[src/rtl/mem_ss_rst_cal_seq.sv]
// mem_ss_rst_cal_seq: mem_ss reset handshake and EMIF calibration bring-up sequencer
module mem_ss_rst_cal_seq #(
    parameter int NUM_CH       = 4,
    parameter int RST_HOLD_CYC = 16,
    parameter int ACK_TIMEOUT  = 4096,
    parameter int CAL_TIMEOUT  = 1048576,
    parameter int STABLE_CYC   = 3,
    parameter int MAX_RETRY    = 2
) (
    input  logic              clk,
    input  logic              rst,
    input  logic              start,
    input  logic [NUM_CH-1:0] ch_mask,
    output logic              mem_ss_rst_req,
    input  logic              mem_ss_rst_ack_n,
    input  logic [NUM_CH-1:0] cal_success,
    input  logic [NUM_CH-1:0] cal_fail,
    output logic              busy,
    output logic              ready,
    output logic              error,
    output logic [1:0]        err_code,
    output logic [1:0]        retry_cnt,
    output logic [NUM_CH-1:0] cal_status,
    output logic [2:0]        state_o
);
    localparam logic [2:0] IDLE       = 3'd0;
    localparam logic [2:0] ASSERT_RST = 3'd1;
    localparam logic [2:0] WAIT_ACK   = 3'd2;
    localparam logic [2:0] RELEASE    = 3'd3;
    localparam logic [2:0] WAIT_CAL   = 3'd4;
    localparam logic [2:0] DONE       = 3'd5;
    localparam logic [2:0] ERROR      = 3'd6;
    localparam int HW = $clog2(RST_HOLD_CYC) + 1;
    localparam int TW = $clog2(CAL_TIMEOUT > ACK_TIMEOUT ? CAL_TIMEOUT : ACK_TIMEOUT) + 1;
    localparam int SW = $clog2(STABLE_CYC) + 1;
    logic [2:0]        state, nxt;
    logic [HW-1:0]     hold_cnt;
    logic [TW-1:0]     to_cnt;
    logic [SW-1:0]     stable_cnt;
    logic [NUM_CH-1:0] mask_q;
    logic              fail, cal_ok, cal_bad, restart, stay;
    logic [1:0]        fail_code;
    // Failure priority in WAIT_CAL: cal_fail, then completed success, then timeout.
    always_comb begin
        cal_ok    = (cal_success & mask_q) == mask_q;
        cal_bad   = |(cal_fail & mask_q);
        restart   = start && (state == IDLE || state == DONE || state == ERROR);
        nxt       = state;
        fail      = 1'b0;
        fail_code = 2'd0;
        case (state)
            IDLE, DONE, ERROR: nxt = start ? ASSERT_RST : state;
            ASSERT_RST: nxt = (hold_cnt == HW'(RST_HOLD_CYC - 1)) ? WAIT_ACK : state;
            WAIT_ACK: begin
                nxt       = !mem_ss_rst_ack_n ? RELEASE : state;
                fail      = mem_ss_rst_ack_n && to_cnt == TW'(ACK_TIMEOUT - 1);
                fail_code = 2'd1;
            end
            RELEASE: begin
                nxt       = mem_ss_rst_ack_n ? WAIT_CAL : state;
                fail      = !mem_ss_rst_ack_n && to_cnt == TW'(ACK_TIMEOUT - 1);
                fail_code = 2'd1;
            end
            WAIT_CAL: begin
                nxt       = (cal_ok && stable_cnt == SW'(STABLE_CYC - 1)) ? DONE : state;
                fail      = cal_bad || (nxt != DONE && to_cnt == TW'(CAL_TIMEOUT - 1));
                fail_code = cal_bad ? 2'd3 : 2'd2;
            end
            default: nxt = IDLE;
        endcase
        if (fail)
            nxt = (retry_cnt < 2'(MAX_RETRY)) ? ASSERT_RST : ERROR;
        stay = nxt == state;
    end
    always_ff @(posedge clk) begin
        if (rst) begin
            state          <= IDLE;
            hold_cnt       <= '0;
            to_cnt         <= '0;
            stable_cnt     <= '0;
            mask_q         <= '0;
            retry_cnt      <= 2'd0;
            err_code       <= 2'd0;
            cal_status     <= '0;
            mem_ss_rst_req <= 1'b0;
            busy           <= 1'b0;
            ready          <= 1'b0;
            error          <= 1'b0;
        end else begin
            state          <= nxt;
            hold_cnt       <= (stay && state == ASSERT_RST) ? hold_cnt + 1'b1 : '0;
            to_cnt         <= (stay && (state == WAIT_ACK || state == RELEASE || state == WAIT_CAL)) ? to_cnt + 1'b1 : '0;
            stable_cnt     <= (stay && state == WAIT_CAL && cal_ok) ? stable_cnt + 1'b1 : '0;
            mask_q         <= restart ? ch_mask : mask_q;
            retry_cnt      <= restart ? 2'd0 : (fail && nxt == ASSERT_RST) ? retry_cnt + 2'd1 : retry_cnt;
            err_code       <= restart ? 2'd0 : fail ? fail_code : err_code;
            cal_status     <= cal_success & mask_q;
            mem_ss_rst_req <= nxt == ASSERT_RST || nxt == WAIT_ACK;
            busy           <= nxt != IDLE && nxt != DONE && nxt != ERROR;
            ready          <= nxt == DONE;
            error          <= nxt == ERROR;
        end
    end
    assign state_o = state;
endmodule

[config.mk]
export PLATFORM = sky130hd
export DESIGN_NAME = mem_ss_rst_cal_seq
export DESIGN_NICKNAME = d
export VERILOG_FILES = /design/src/rtl/mem_ss_rst_cal_seq.sv
export SDC_FILE = /design/constraint.sdc
export NUM_CORES = 1
export LEC_CHECK = 0
export CAP_MARGIN = 20
export CORE_MARGIN = 4
export CORE_UTILIZATION = 40
export CTS_CLUSTER_DIAMETER = 80
export DETAILED_ROUTE_END_ITERATION = 16
export PLACE_DENSITY = 0.65
export SLEW_MARGIN = 25
export SYNTH_ARGS = -nofsm -noshare
export SYNTH_HDL_FRONTEND = slang
export SYNTH_SLANG_ARGS = --single-unit
[constraint.sdc]
create_clock -name clk -period 6.1 [get_ports clk]
set_input_delay 1.525 -clock clk [delete_from_list [all_inputs] [get_ports clk]]
set_output_delay 1.525 -clock clk [all_outputs]
set_load 0.02 [all_outputs]
Yosys cells after proc, flatten, opt, wreduce, memory -nomap -nowiden
Index checks and enable logic that the tools add are counted.

word-level totals
  word-level logic and storage cells = 80
  flip-flop bits (word level) = 48
  output and inout port bits = 15

cells by class
  order comparisons = 1
  reductions and logical operators = 28
  muxes and demuxes = 11
  add/sub/neg operators = 4
  bitwise gates (word level) = 5
  eq/ne operators = 19

operator list
  operator                 count
  $add A21 B1 Y21 const B  1
  $eq A21 B12 Y1 const B   1
  $eq A21 B20 Y1 const B   1
  $mux W3                  7
  $eq A3 B3 Y1 const B     5
  $pmux W3 S5              1
  $eq A3 B2 Y1 const B     4
  $logic_and A1 B1 Y1      12
  $reduce_or A2 Y1         5
  $ne A3 B3 Y1 const B     3
  $and A4 B4 Y4            2
  $eq A3 B1 Y1 const B     2
  $logic_or A1 B1 Y1       6
  $add A5 B1 Y5 const B    1
  $eq A5 B4 Y1 const B     1
  $eq A4 B4 Y1             1
  $pmux W2 S2              1
  $reduce_or A4 Y1         1
  $add A3 B1 Y3 const B    1
  $eq A3 B3 Y1             1
  $logic_not A3 Y1         1
  $not A1 Y1               3
  $pmux W1 S3              1
  $reduce_bool A3 Y1       1
  other kinds (5)          5

Logic depth before layout (Yosys ltp)
  depth in word-level cells = 14
  gate-level depth with buffers = 11

Least setup slack after synthesis
OpenSTA, ideal clock, no wires.

  kind = input port to flip-flop
  start point = input cal_success[1]
  end point = register to_cnt[10]
  stages = 8
  data required time = 5970 ps
  buffers on the path = 1
  data arrival time = 3262 ps
  setup slack = 2708 ps
  path through = inv_1 > a2111oi_4 > a2111oi_4 > nor2_2 > mux2i_1 > mux2i_1 > clkbuf_1 > nor3_1

between the ends
  longest elaborated chain between the ends = 13
  elaborated cells on any way between the ends = 14

ends and longest elaborated chain
  item                                   RTL line  text
  start, declared                        16        input logic [NUM_CH-1:0] cal_success,
  $and A4 B4 Y4 (*)                      45        cal_ok = (cal_success & mask_q) == mask_q;
  $eq A4 B4 Y1 (*)                       45
  $logic_and A1 B1 Y1 (*)                65        nxt = (cal_ok && stable_cnt == SW'(STABLE_CYC - 1)) ? DONE : state;
  $mux W3 (*)                            65
  $ne A3 B3 Y1                           66        fail = cal_bad || (nxt != DONE && to_cnt == TW'(CAL_TIMEOUT - 1));
  $logic_and A1 B1 Y1                    66
  $logic_or A1 B1 Y1                     66
  $pmux W1 S3                            51        case (state)
  $mux W3 (*)                            71        if (fail)
  $eq A3 B3 Y1 (*)                       73        stay = nxt == state;
  $logic_and A1 B1 Y1 (*)                92        to_cnt <= (stay && (state == WAIT_ACK || state == RELEASE || state == WAIT_CAL)) ? to_cnt + 1'b1 : '0;
  $not A1 Y1 (no source line) (*)        -
  $reduce_or A2 Y1 (no source line) (*)  -
  end signal, assigned                   92
  end, declared                          38        logic [TW-1:0] to_cnt;

Every way passes the cells marked *; elsewhere a longest branch is shown, timed or not.
A chain may end at the register's enable or synchronous reset.

Worst setup path after layout
  start point = input cal_success[1]
  end point = register to_cnt[6]

The elaborated chain is that of the path after synthesis.

==> summary by stage <==
Floorplanning
The area enclosed by the die boundary is between 7000 and 8000 um2. Measured along the y axis, the die boundary spans around 85 um. The initial standard-cell utilization of the core is a little over two fifths. The count of standard-cell rows is 27. The die boundary width is around 85 um.

The region available for standard cell placement spans ~5700 um2. In this run the count of I/O pins placed on the die edge is 31.

Yosys
The Yosys step of the flow raised 0 warnings. The proportion of synthesized chip area in sequential cells is roughly two fifths. The area of the mapped netlist is about 2400 um2. The net count after synthesis is 276.

Ranked by total cell area, the synthesized netlist is headed by sky130_fd_sc_hd__dfxtp_1, sky130_fd_sc_hd__xnor2_1, sky130_fd_sc_hd__xor2_1. The most frequently used cell type in the post-synthesis netlist is sky130_fd_sc_hd__dfxtp_1. The synthesized flop and latch total is between 40 and 50. Summed over its instances, the top area cell type makes up 40.06% of the synthesized netlist area. The synthesized netlist contains 51 unique library cells. The synthesized design contains 0 enable-type register cells.

The cell count after synthesis is between 200 and 300. Dividing the synthesized area by the synthesized cell count gives between 9 and 10 um2. The share of synthesized registers carrying an async set or reset is 0%. Ranked by instance count, the synthesized netlist is headed by sky130_fd_sc_hd__dfxtp_1, sky130_fd_sc_hd__nor2_1, sky130_fd_sc_hd__nand2_1, sky130_fd_sc_hd__nor3_1, sky130_fd_sc_hd__xnor2_1. Of all cell types, the one taking the most synthesized area is sky130_fd_sc_hd__dfxtp_1. The commonest register cell after synthesis is sky130_fd_sc_hd__dfxtp_1.

Flow run
The count of max-cap constraint violations is 0.

Clock tree
TritonCTS built the clock tree. Clock-pin slew was measured on the worst setup and hold paths at approximately 90 ps. The later-pin clock latency in the skew report is 310 ps. The total clock buffers created by CTS is 5. The level count of the clock H-tree is 2. The number of buffers inserted for hold repair after clock tree synthesis is 0. The buffer type at the clock tree root is sky130_fd_sc_hd__clkbuf_8. The number of buffers on the longest clock path is 2. The buffer count from post-CTS setup fixing is 0.

The clock drives 48 sinks. The number of cells upsized or downsized after cts is 0.

Routing
The first routing iteration left about 110 violations. The length of the first detailed-routing pass in iterations is 4. The via density per instance is 5.198. The number of remaining DRC errors is 0. The average wire length per cell after detail routing is around 13 um. The post-route antenna net violation count is 0. The vias after detailed routing is between 1500 and 2000. Summed over all layers, the routed wires come to 4.750 mm.

Critical path
The worst path arrival time is a little over 4000 ps. For the worst setup path, the data required time is approximately 6300 ps. The type of the setup path with the least slack is in -> reg.

The element type at the critical path start is a primary input. The worst setup path is captured at a flop. Along the worst path, the maximum fanout reaches 21.

STA
The final critical path takes up 64.00% of the cycle. The number of setup violations in the final report is 0. The actual slew at the worst max-slew pin is approximately 600 ps.

The highest attainable clock frequency is 256.1 MHz. The total negative slack for setup checks is 0 ps. The clock arrives with between 8 and 9 ps of skew. Hold is met by about 470 ps. The number of endpoints with negative hold slack in the final report is 0.

Setup repair after global routing left no endpoint under its margin. Measured against its own limit, the worst slew margin works out to roughly three fifths. The final critical-path required period is ~4000 ps. The max-slew violation count is 0.

Place
The post-DP HPWL is approximately 3.3 mm. The post-place instance area is ~2800 um2. The number of port buffers is 30. At the end of routability-driven placement, the weighted congestion stood at around 0.75.

Status
The run finished with clean final reports.

Min path
The type of the worst min-delay path is reg -> reg.

Cells and area
Relative to the synthesized area, the layout overhead comes to 19.67%. The final net count is roughly 310. The proportion of layout cells with a drive suffix above 1 is approximately 13%. After routing the design area is 2870 um2. The antenna cell count is 0.

Global routing
Entering global routing, the biggest net connects 30 pins. The wire length of the first global-routing pass is roughly 8.3 mm. The number of antenna violations at the first check in global routing came to 0. Global routing consumed, over all layers together, about 14% of the routing resources. The number of global-route vias before repair came to approximately 1800. The total overflow left after global routing is 0.

Power and ir drop
For this design the static power due to leakage is ~0.97 nW. VDD sags by at most 0.1104 mV. In this run the power density over the cells is around 210 nW/um2.

Summing internal, switching and leakage power gives around 610 uW.
==> metal layers <==
metal	GRT usage, %	share of wire [%]	vias up
met5	0	0	-
met4	4.748	1.4	0
met3	3.107	4.9	7
met2	22.03	44	38
met1	18.76	50	854
li1	-	-	962
==> cells by family (layout without fill, tap and decap cells) <==
group	after synthesis	count (layout)	share of synthesized area [%]
simple gates	120	120	30.62
flops	48	48	40.06
compound gates	31	31	10.75
xor+xnor	27	27	9.859
buf+inv	18	49	3.599
mux	6	6	2.504
fa+ha+maj	5	5	2.608
==> through the flow <==
stage               util (%)  setup WS, ps  cells
floorplan                  -          2708    255
global placement       48.61          1956    350
detailed placement     48.61          1890    350
CTS                    50.57          2187    358
global route           50.57          2031    358
finish                 50.57          2196    358
==> state kept, by name (all words and copies together), names as in the netlist, 2 cells and up <==
register,count
to_cnt,21
hold_cnt,5
cal_status,4
mask_q,4
stable_cnt,3
state_o,3
err_code,2
retry_cnt,2
==> worst paths after layout <==
check | to | cells past startpoint | startpoint | slack, ps
min | cal_status[3] | 2 | mask_q[3] | 470
max | to_cnt[6] | 10 | cal_success[1] | 2200
min reg2reg | cal_status[3] | 2 | mask_q[3] | 470
max reg2reg | to_cnt[6] | 9 | state_o[2] | 3090
==> report_power, final <==
group	internal, mW	total (mW)	switching, mW	leakage [nW]
clock	0.121	0.231	0.109	0.0541
sequential	0.318	0.323	0.00502	0.388
combinational	0.0253	0.0535	0.0282	0.530
==> cell usage in the layout, fill, tap and decap left out, types with 8 or more instances in the layout <==
cell,instances
sky130_fd_sc_hd__clkdlybuf4s50_1,30
sky130_fd_sc_hd__dfxtp_1,48
sky130_fd_sc_hd__inv_1,8
sky130_fd_sc_hd__nand2_1,15
sky130_fd_sc_hd__nand3_1,11
sky130_fd_sc_hd__nor2_1,23
sky130_fd_sc_hd__nor3_1,15
sky130_fd_sc_hd__nor3_2,10
sky130_fd_sc_hd__xnor2_1,15
sky130_fd_sc_hd__xor2_1,12
==> worst max-delay path, stage by stage <==
cell	delay, ps
sky130_fd_sc_hd__clkdlybuf4s50_1	480
sky130_fd_sc_hd__inv_1	70
sky130_fd_sc_hd__a2111oi_4	490
sky130_fd_sc_hd__a2111oi_4	150
sky130_fd_sc_hd__nor2_2	250
sky130_fd_sc_hd__mux2i_1	240
sky130_fd_sc_hd__buf_4	240
sky130_fd_sc_hd__mux2i_2	230
sky130_fd_sc_hd__buf_4	310
sky130_fd_sc_hd__nor3_1	90
==> final cells by class <==
type	instances	area (um2)
clock buffers	5	68.82
fillers	547	2805
inverters	8	30.03
repair buffers	33	322.8
clock inverters	3	42.54
flip-flops and latches	48	960.9
well taps	72	90.09
multi-input cells	189	1355
No activity file was read; power rests on OpenSTA's default activity.
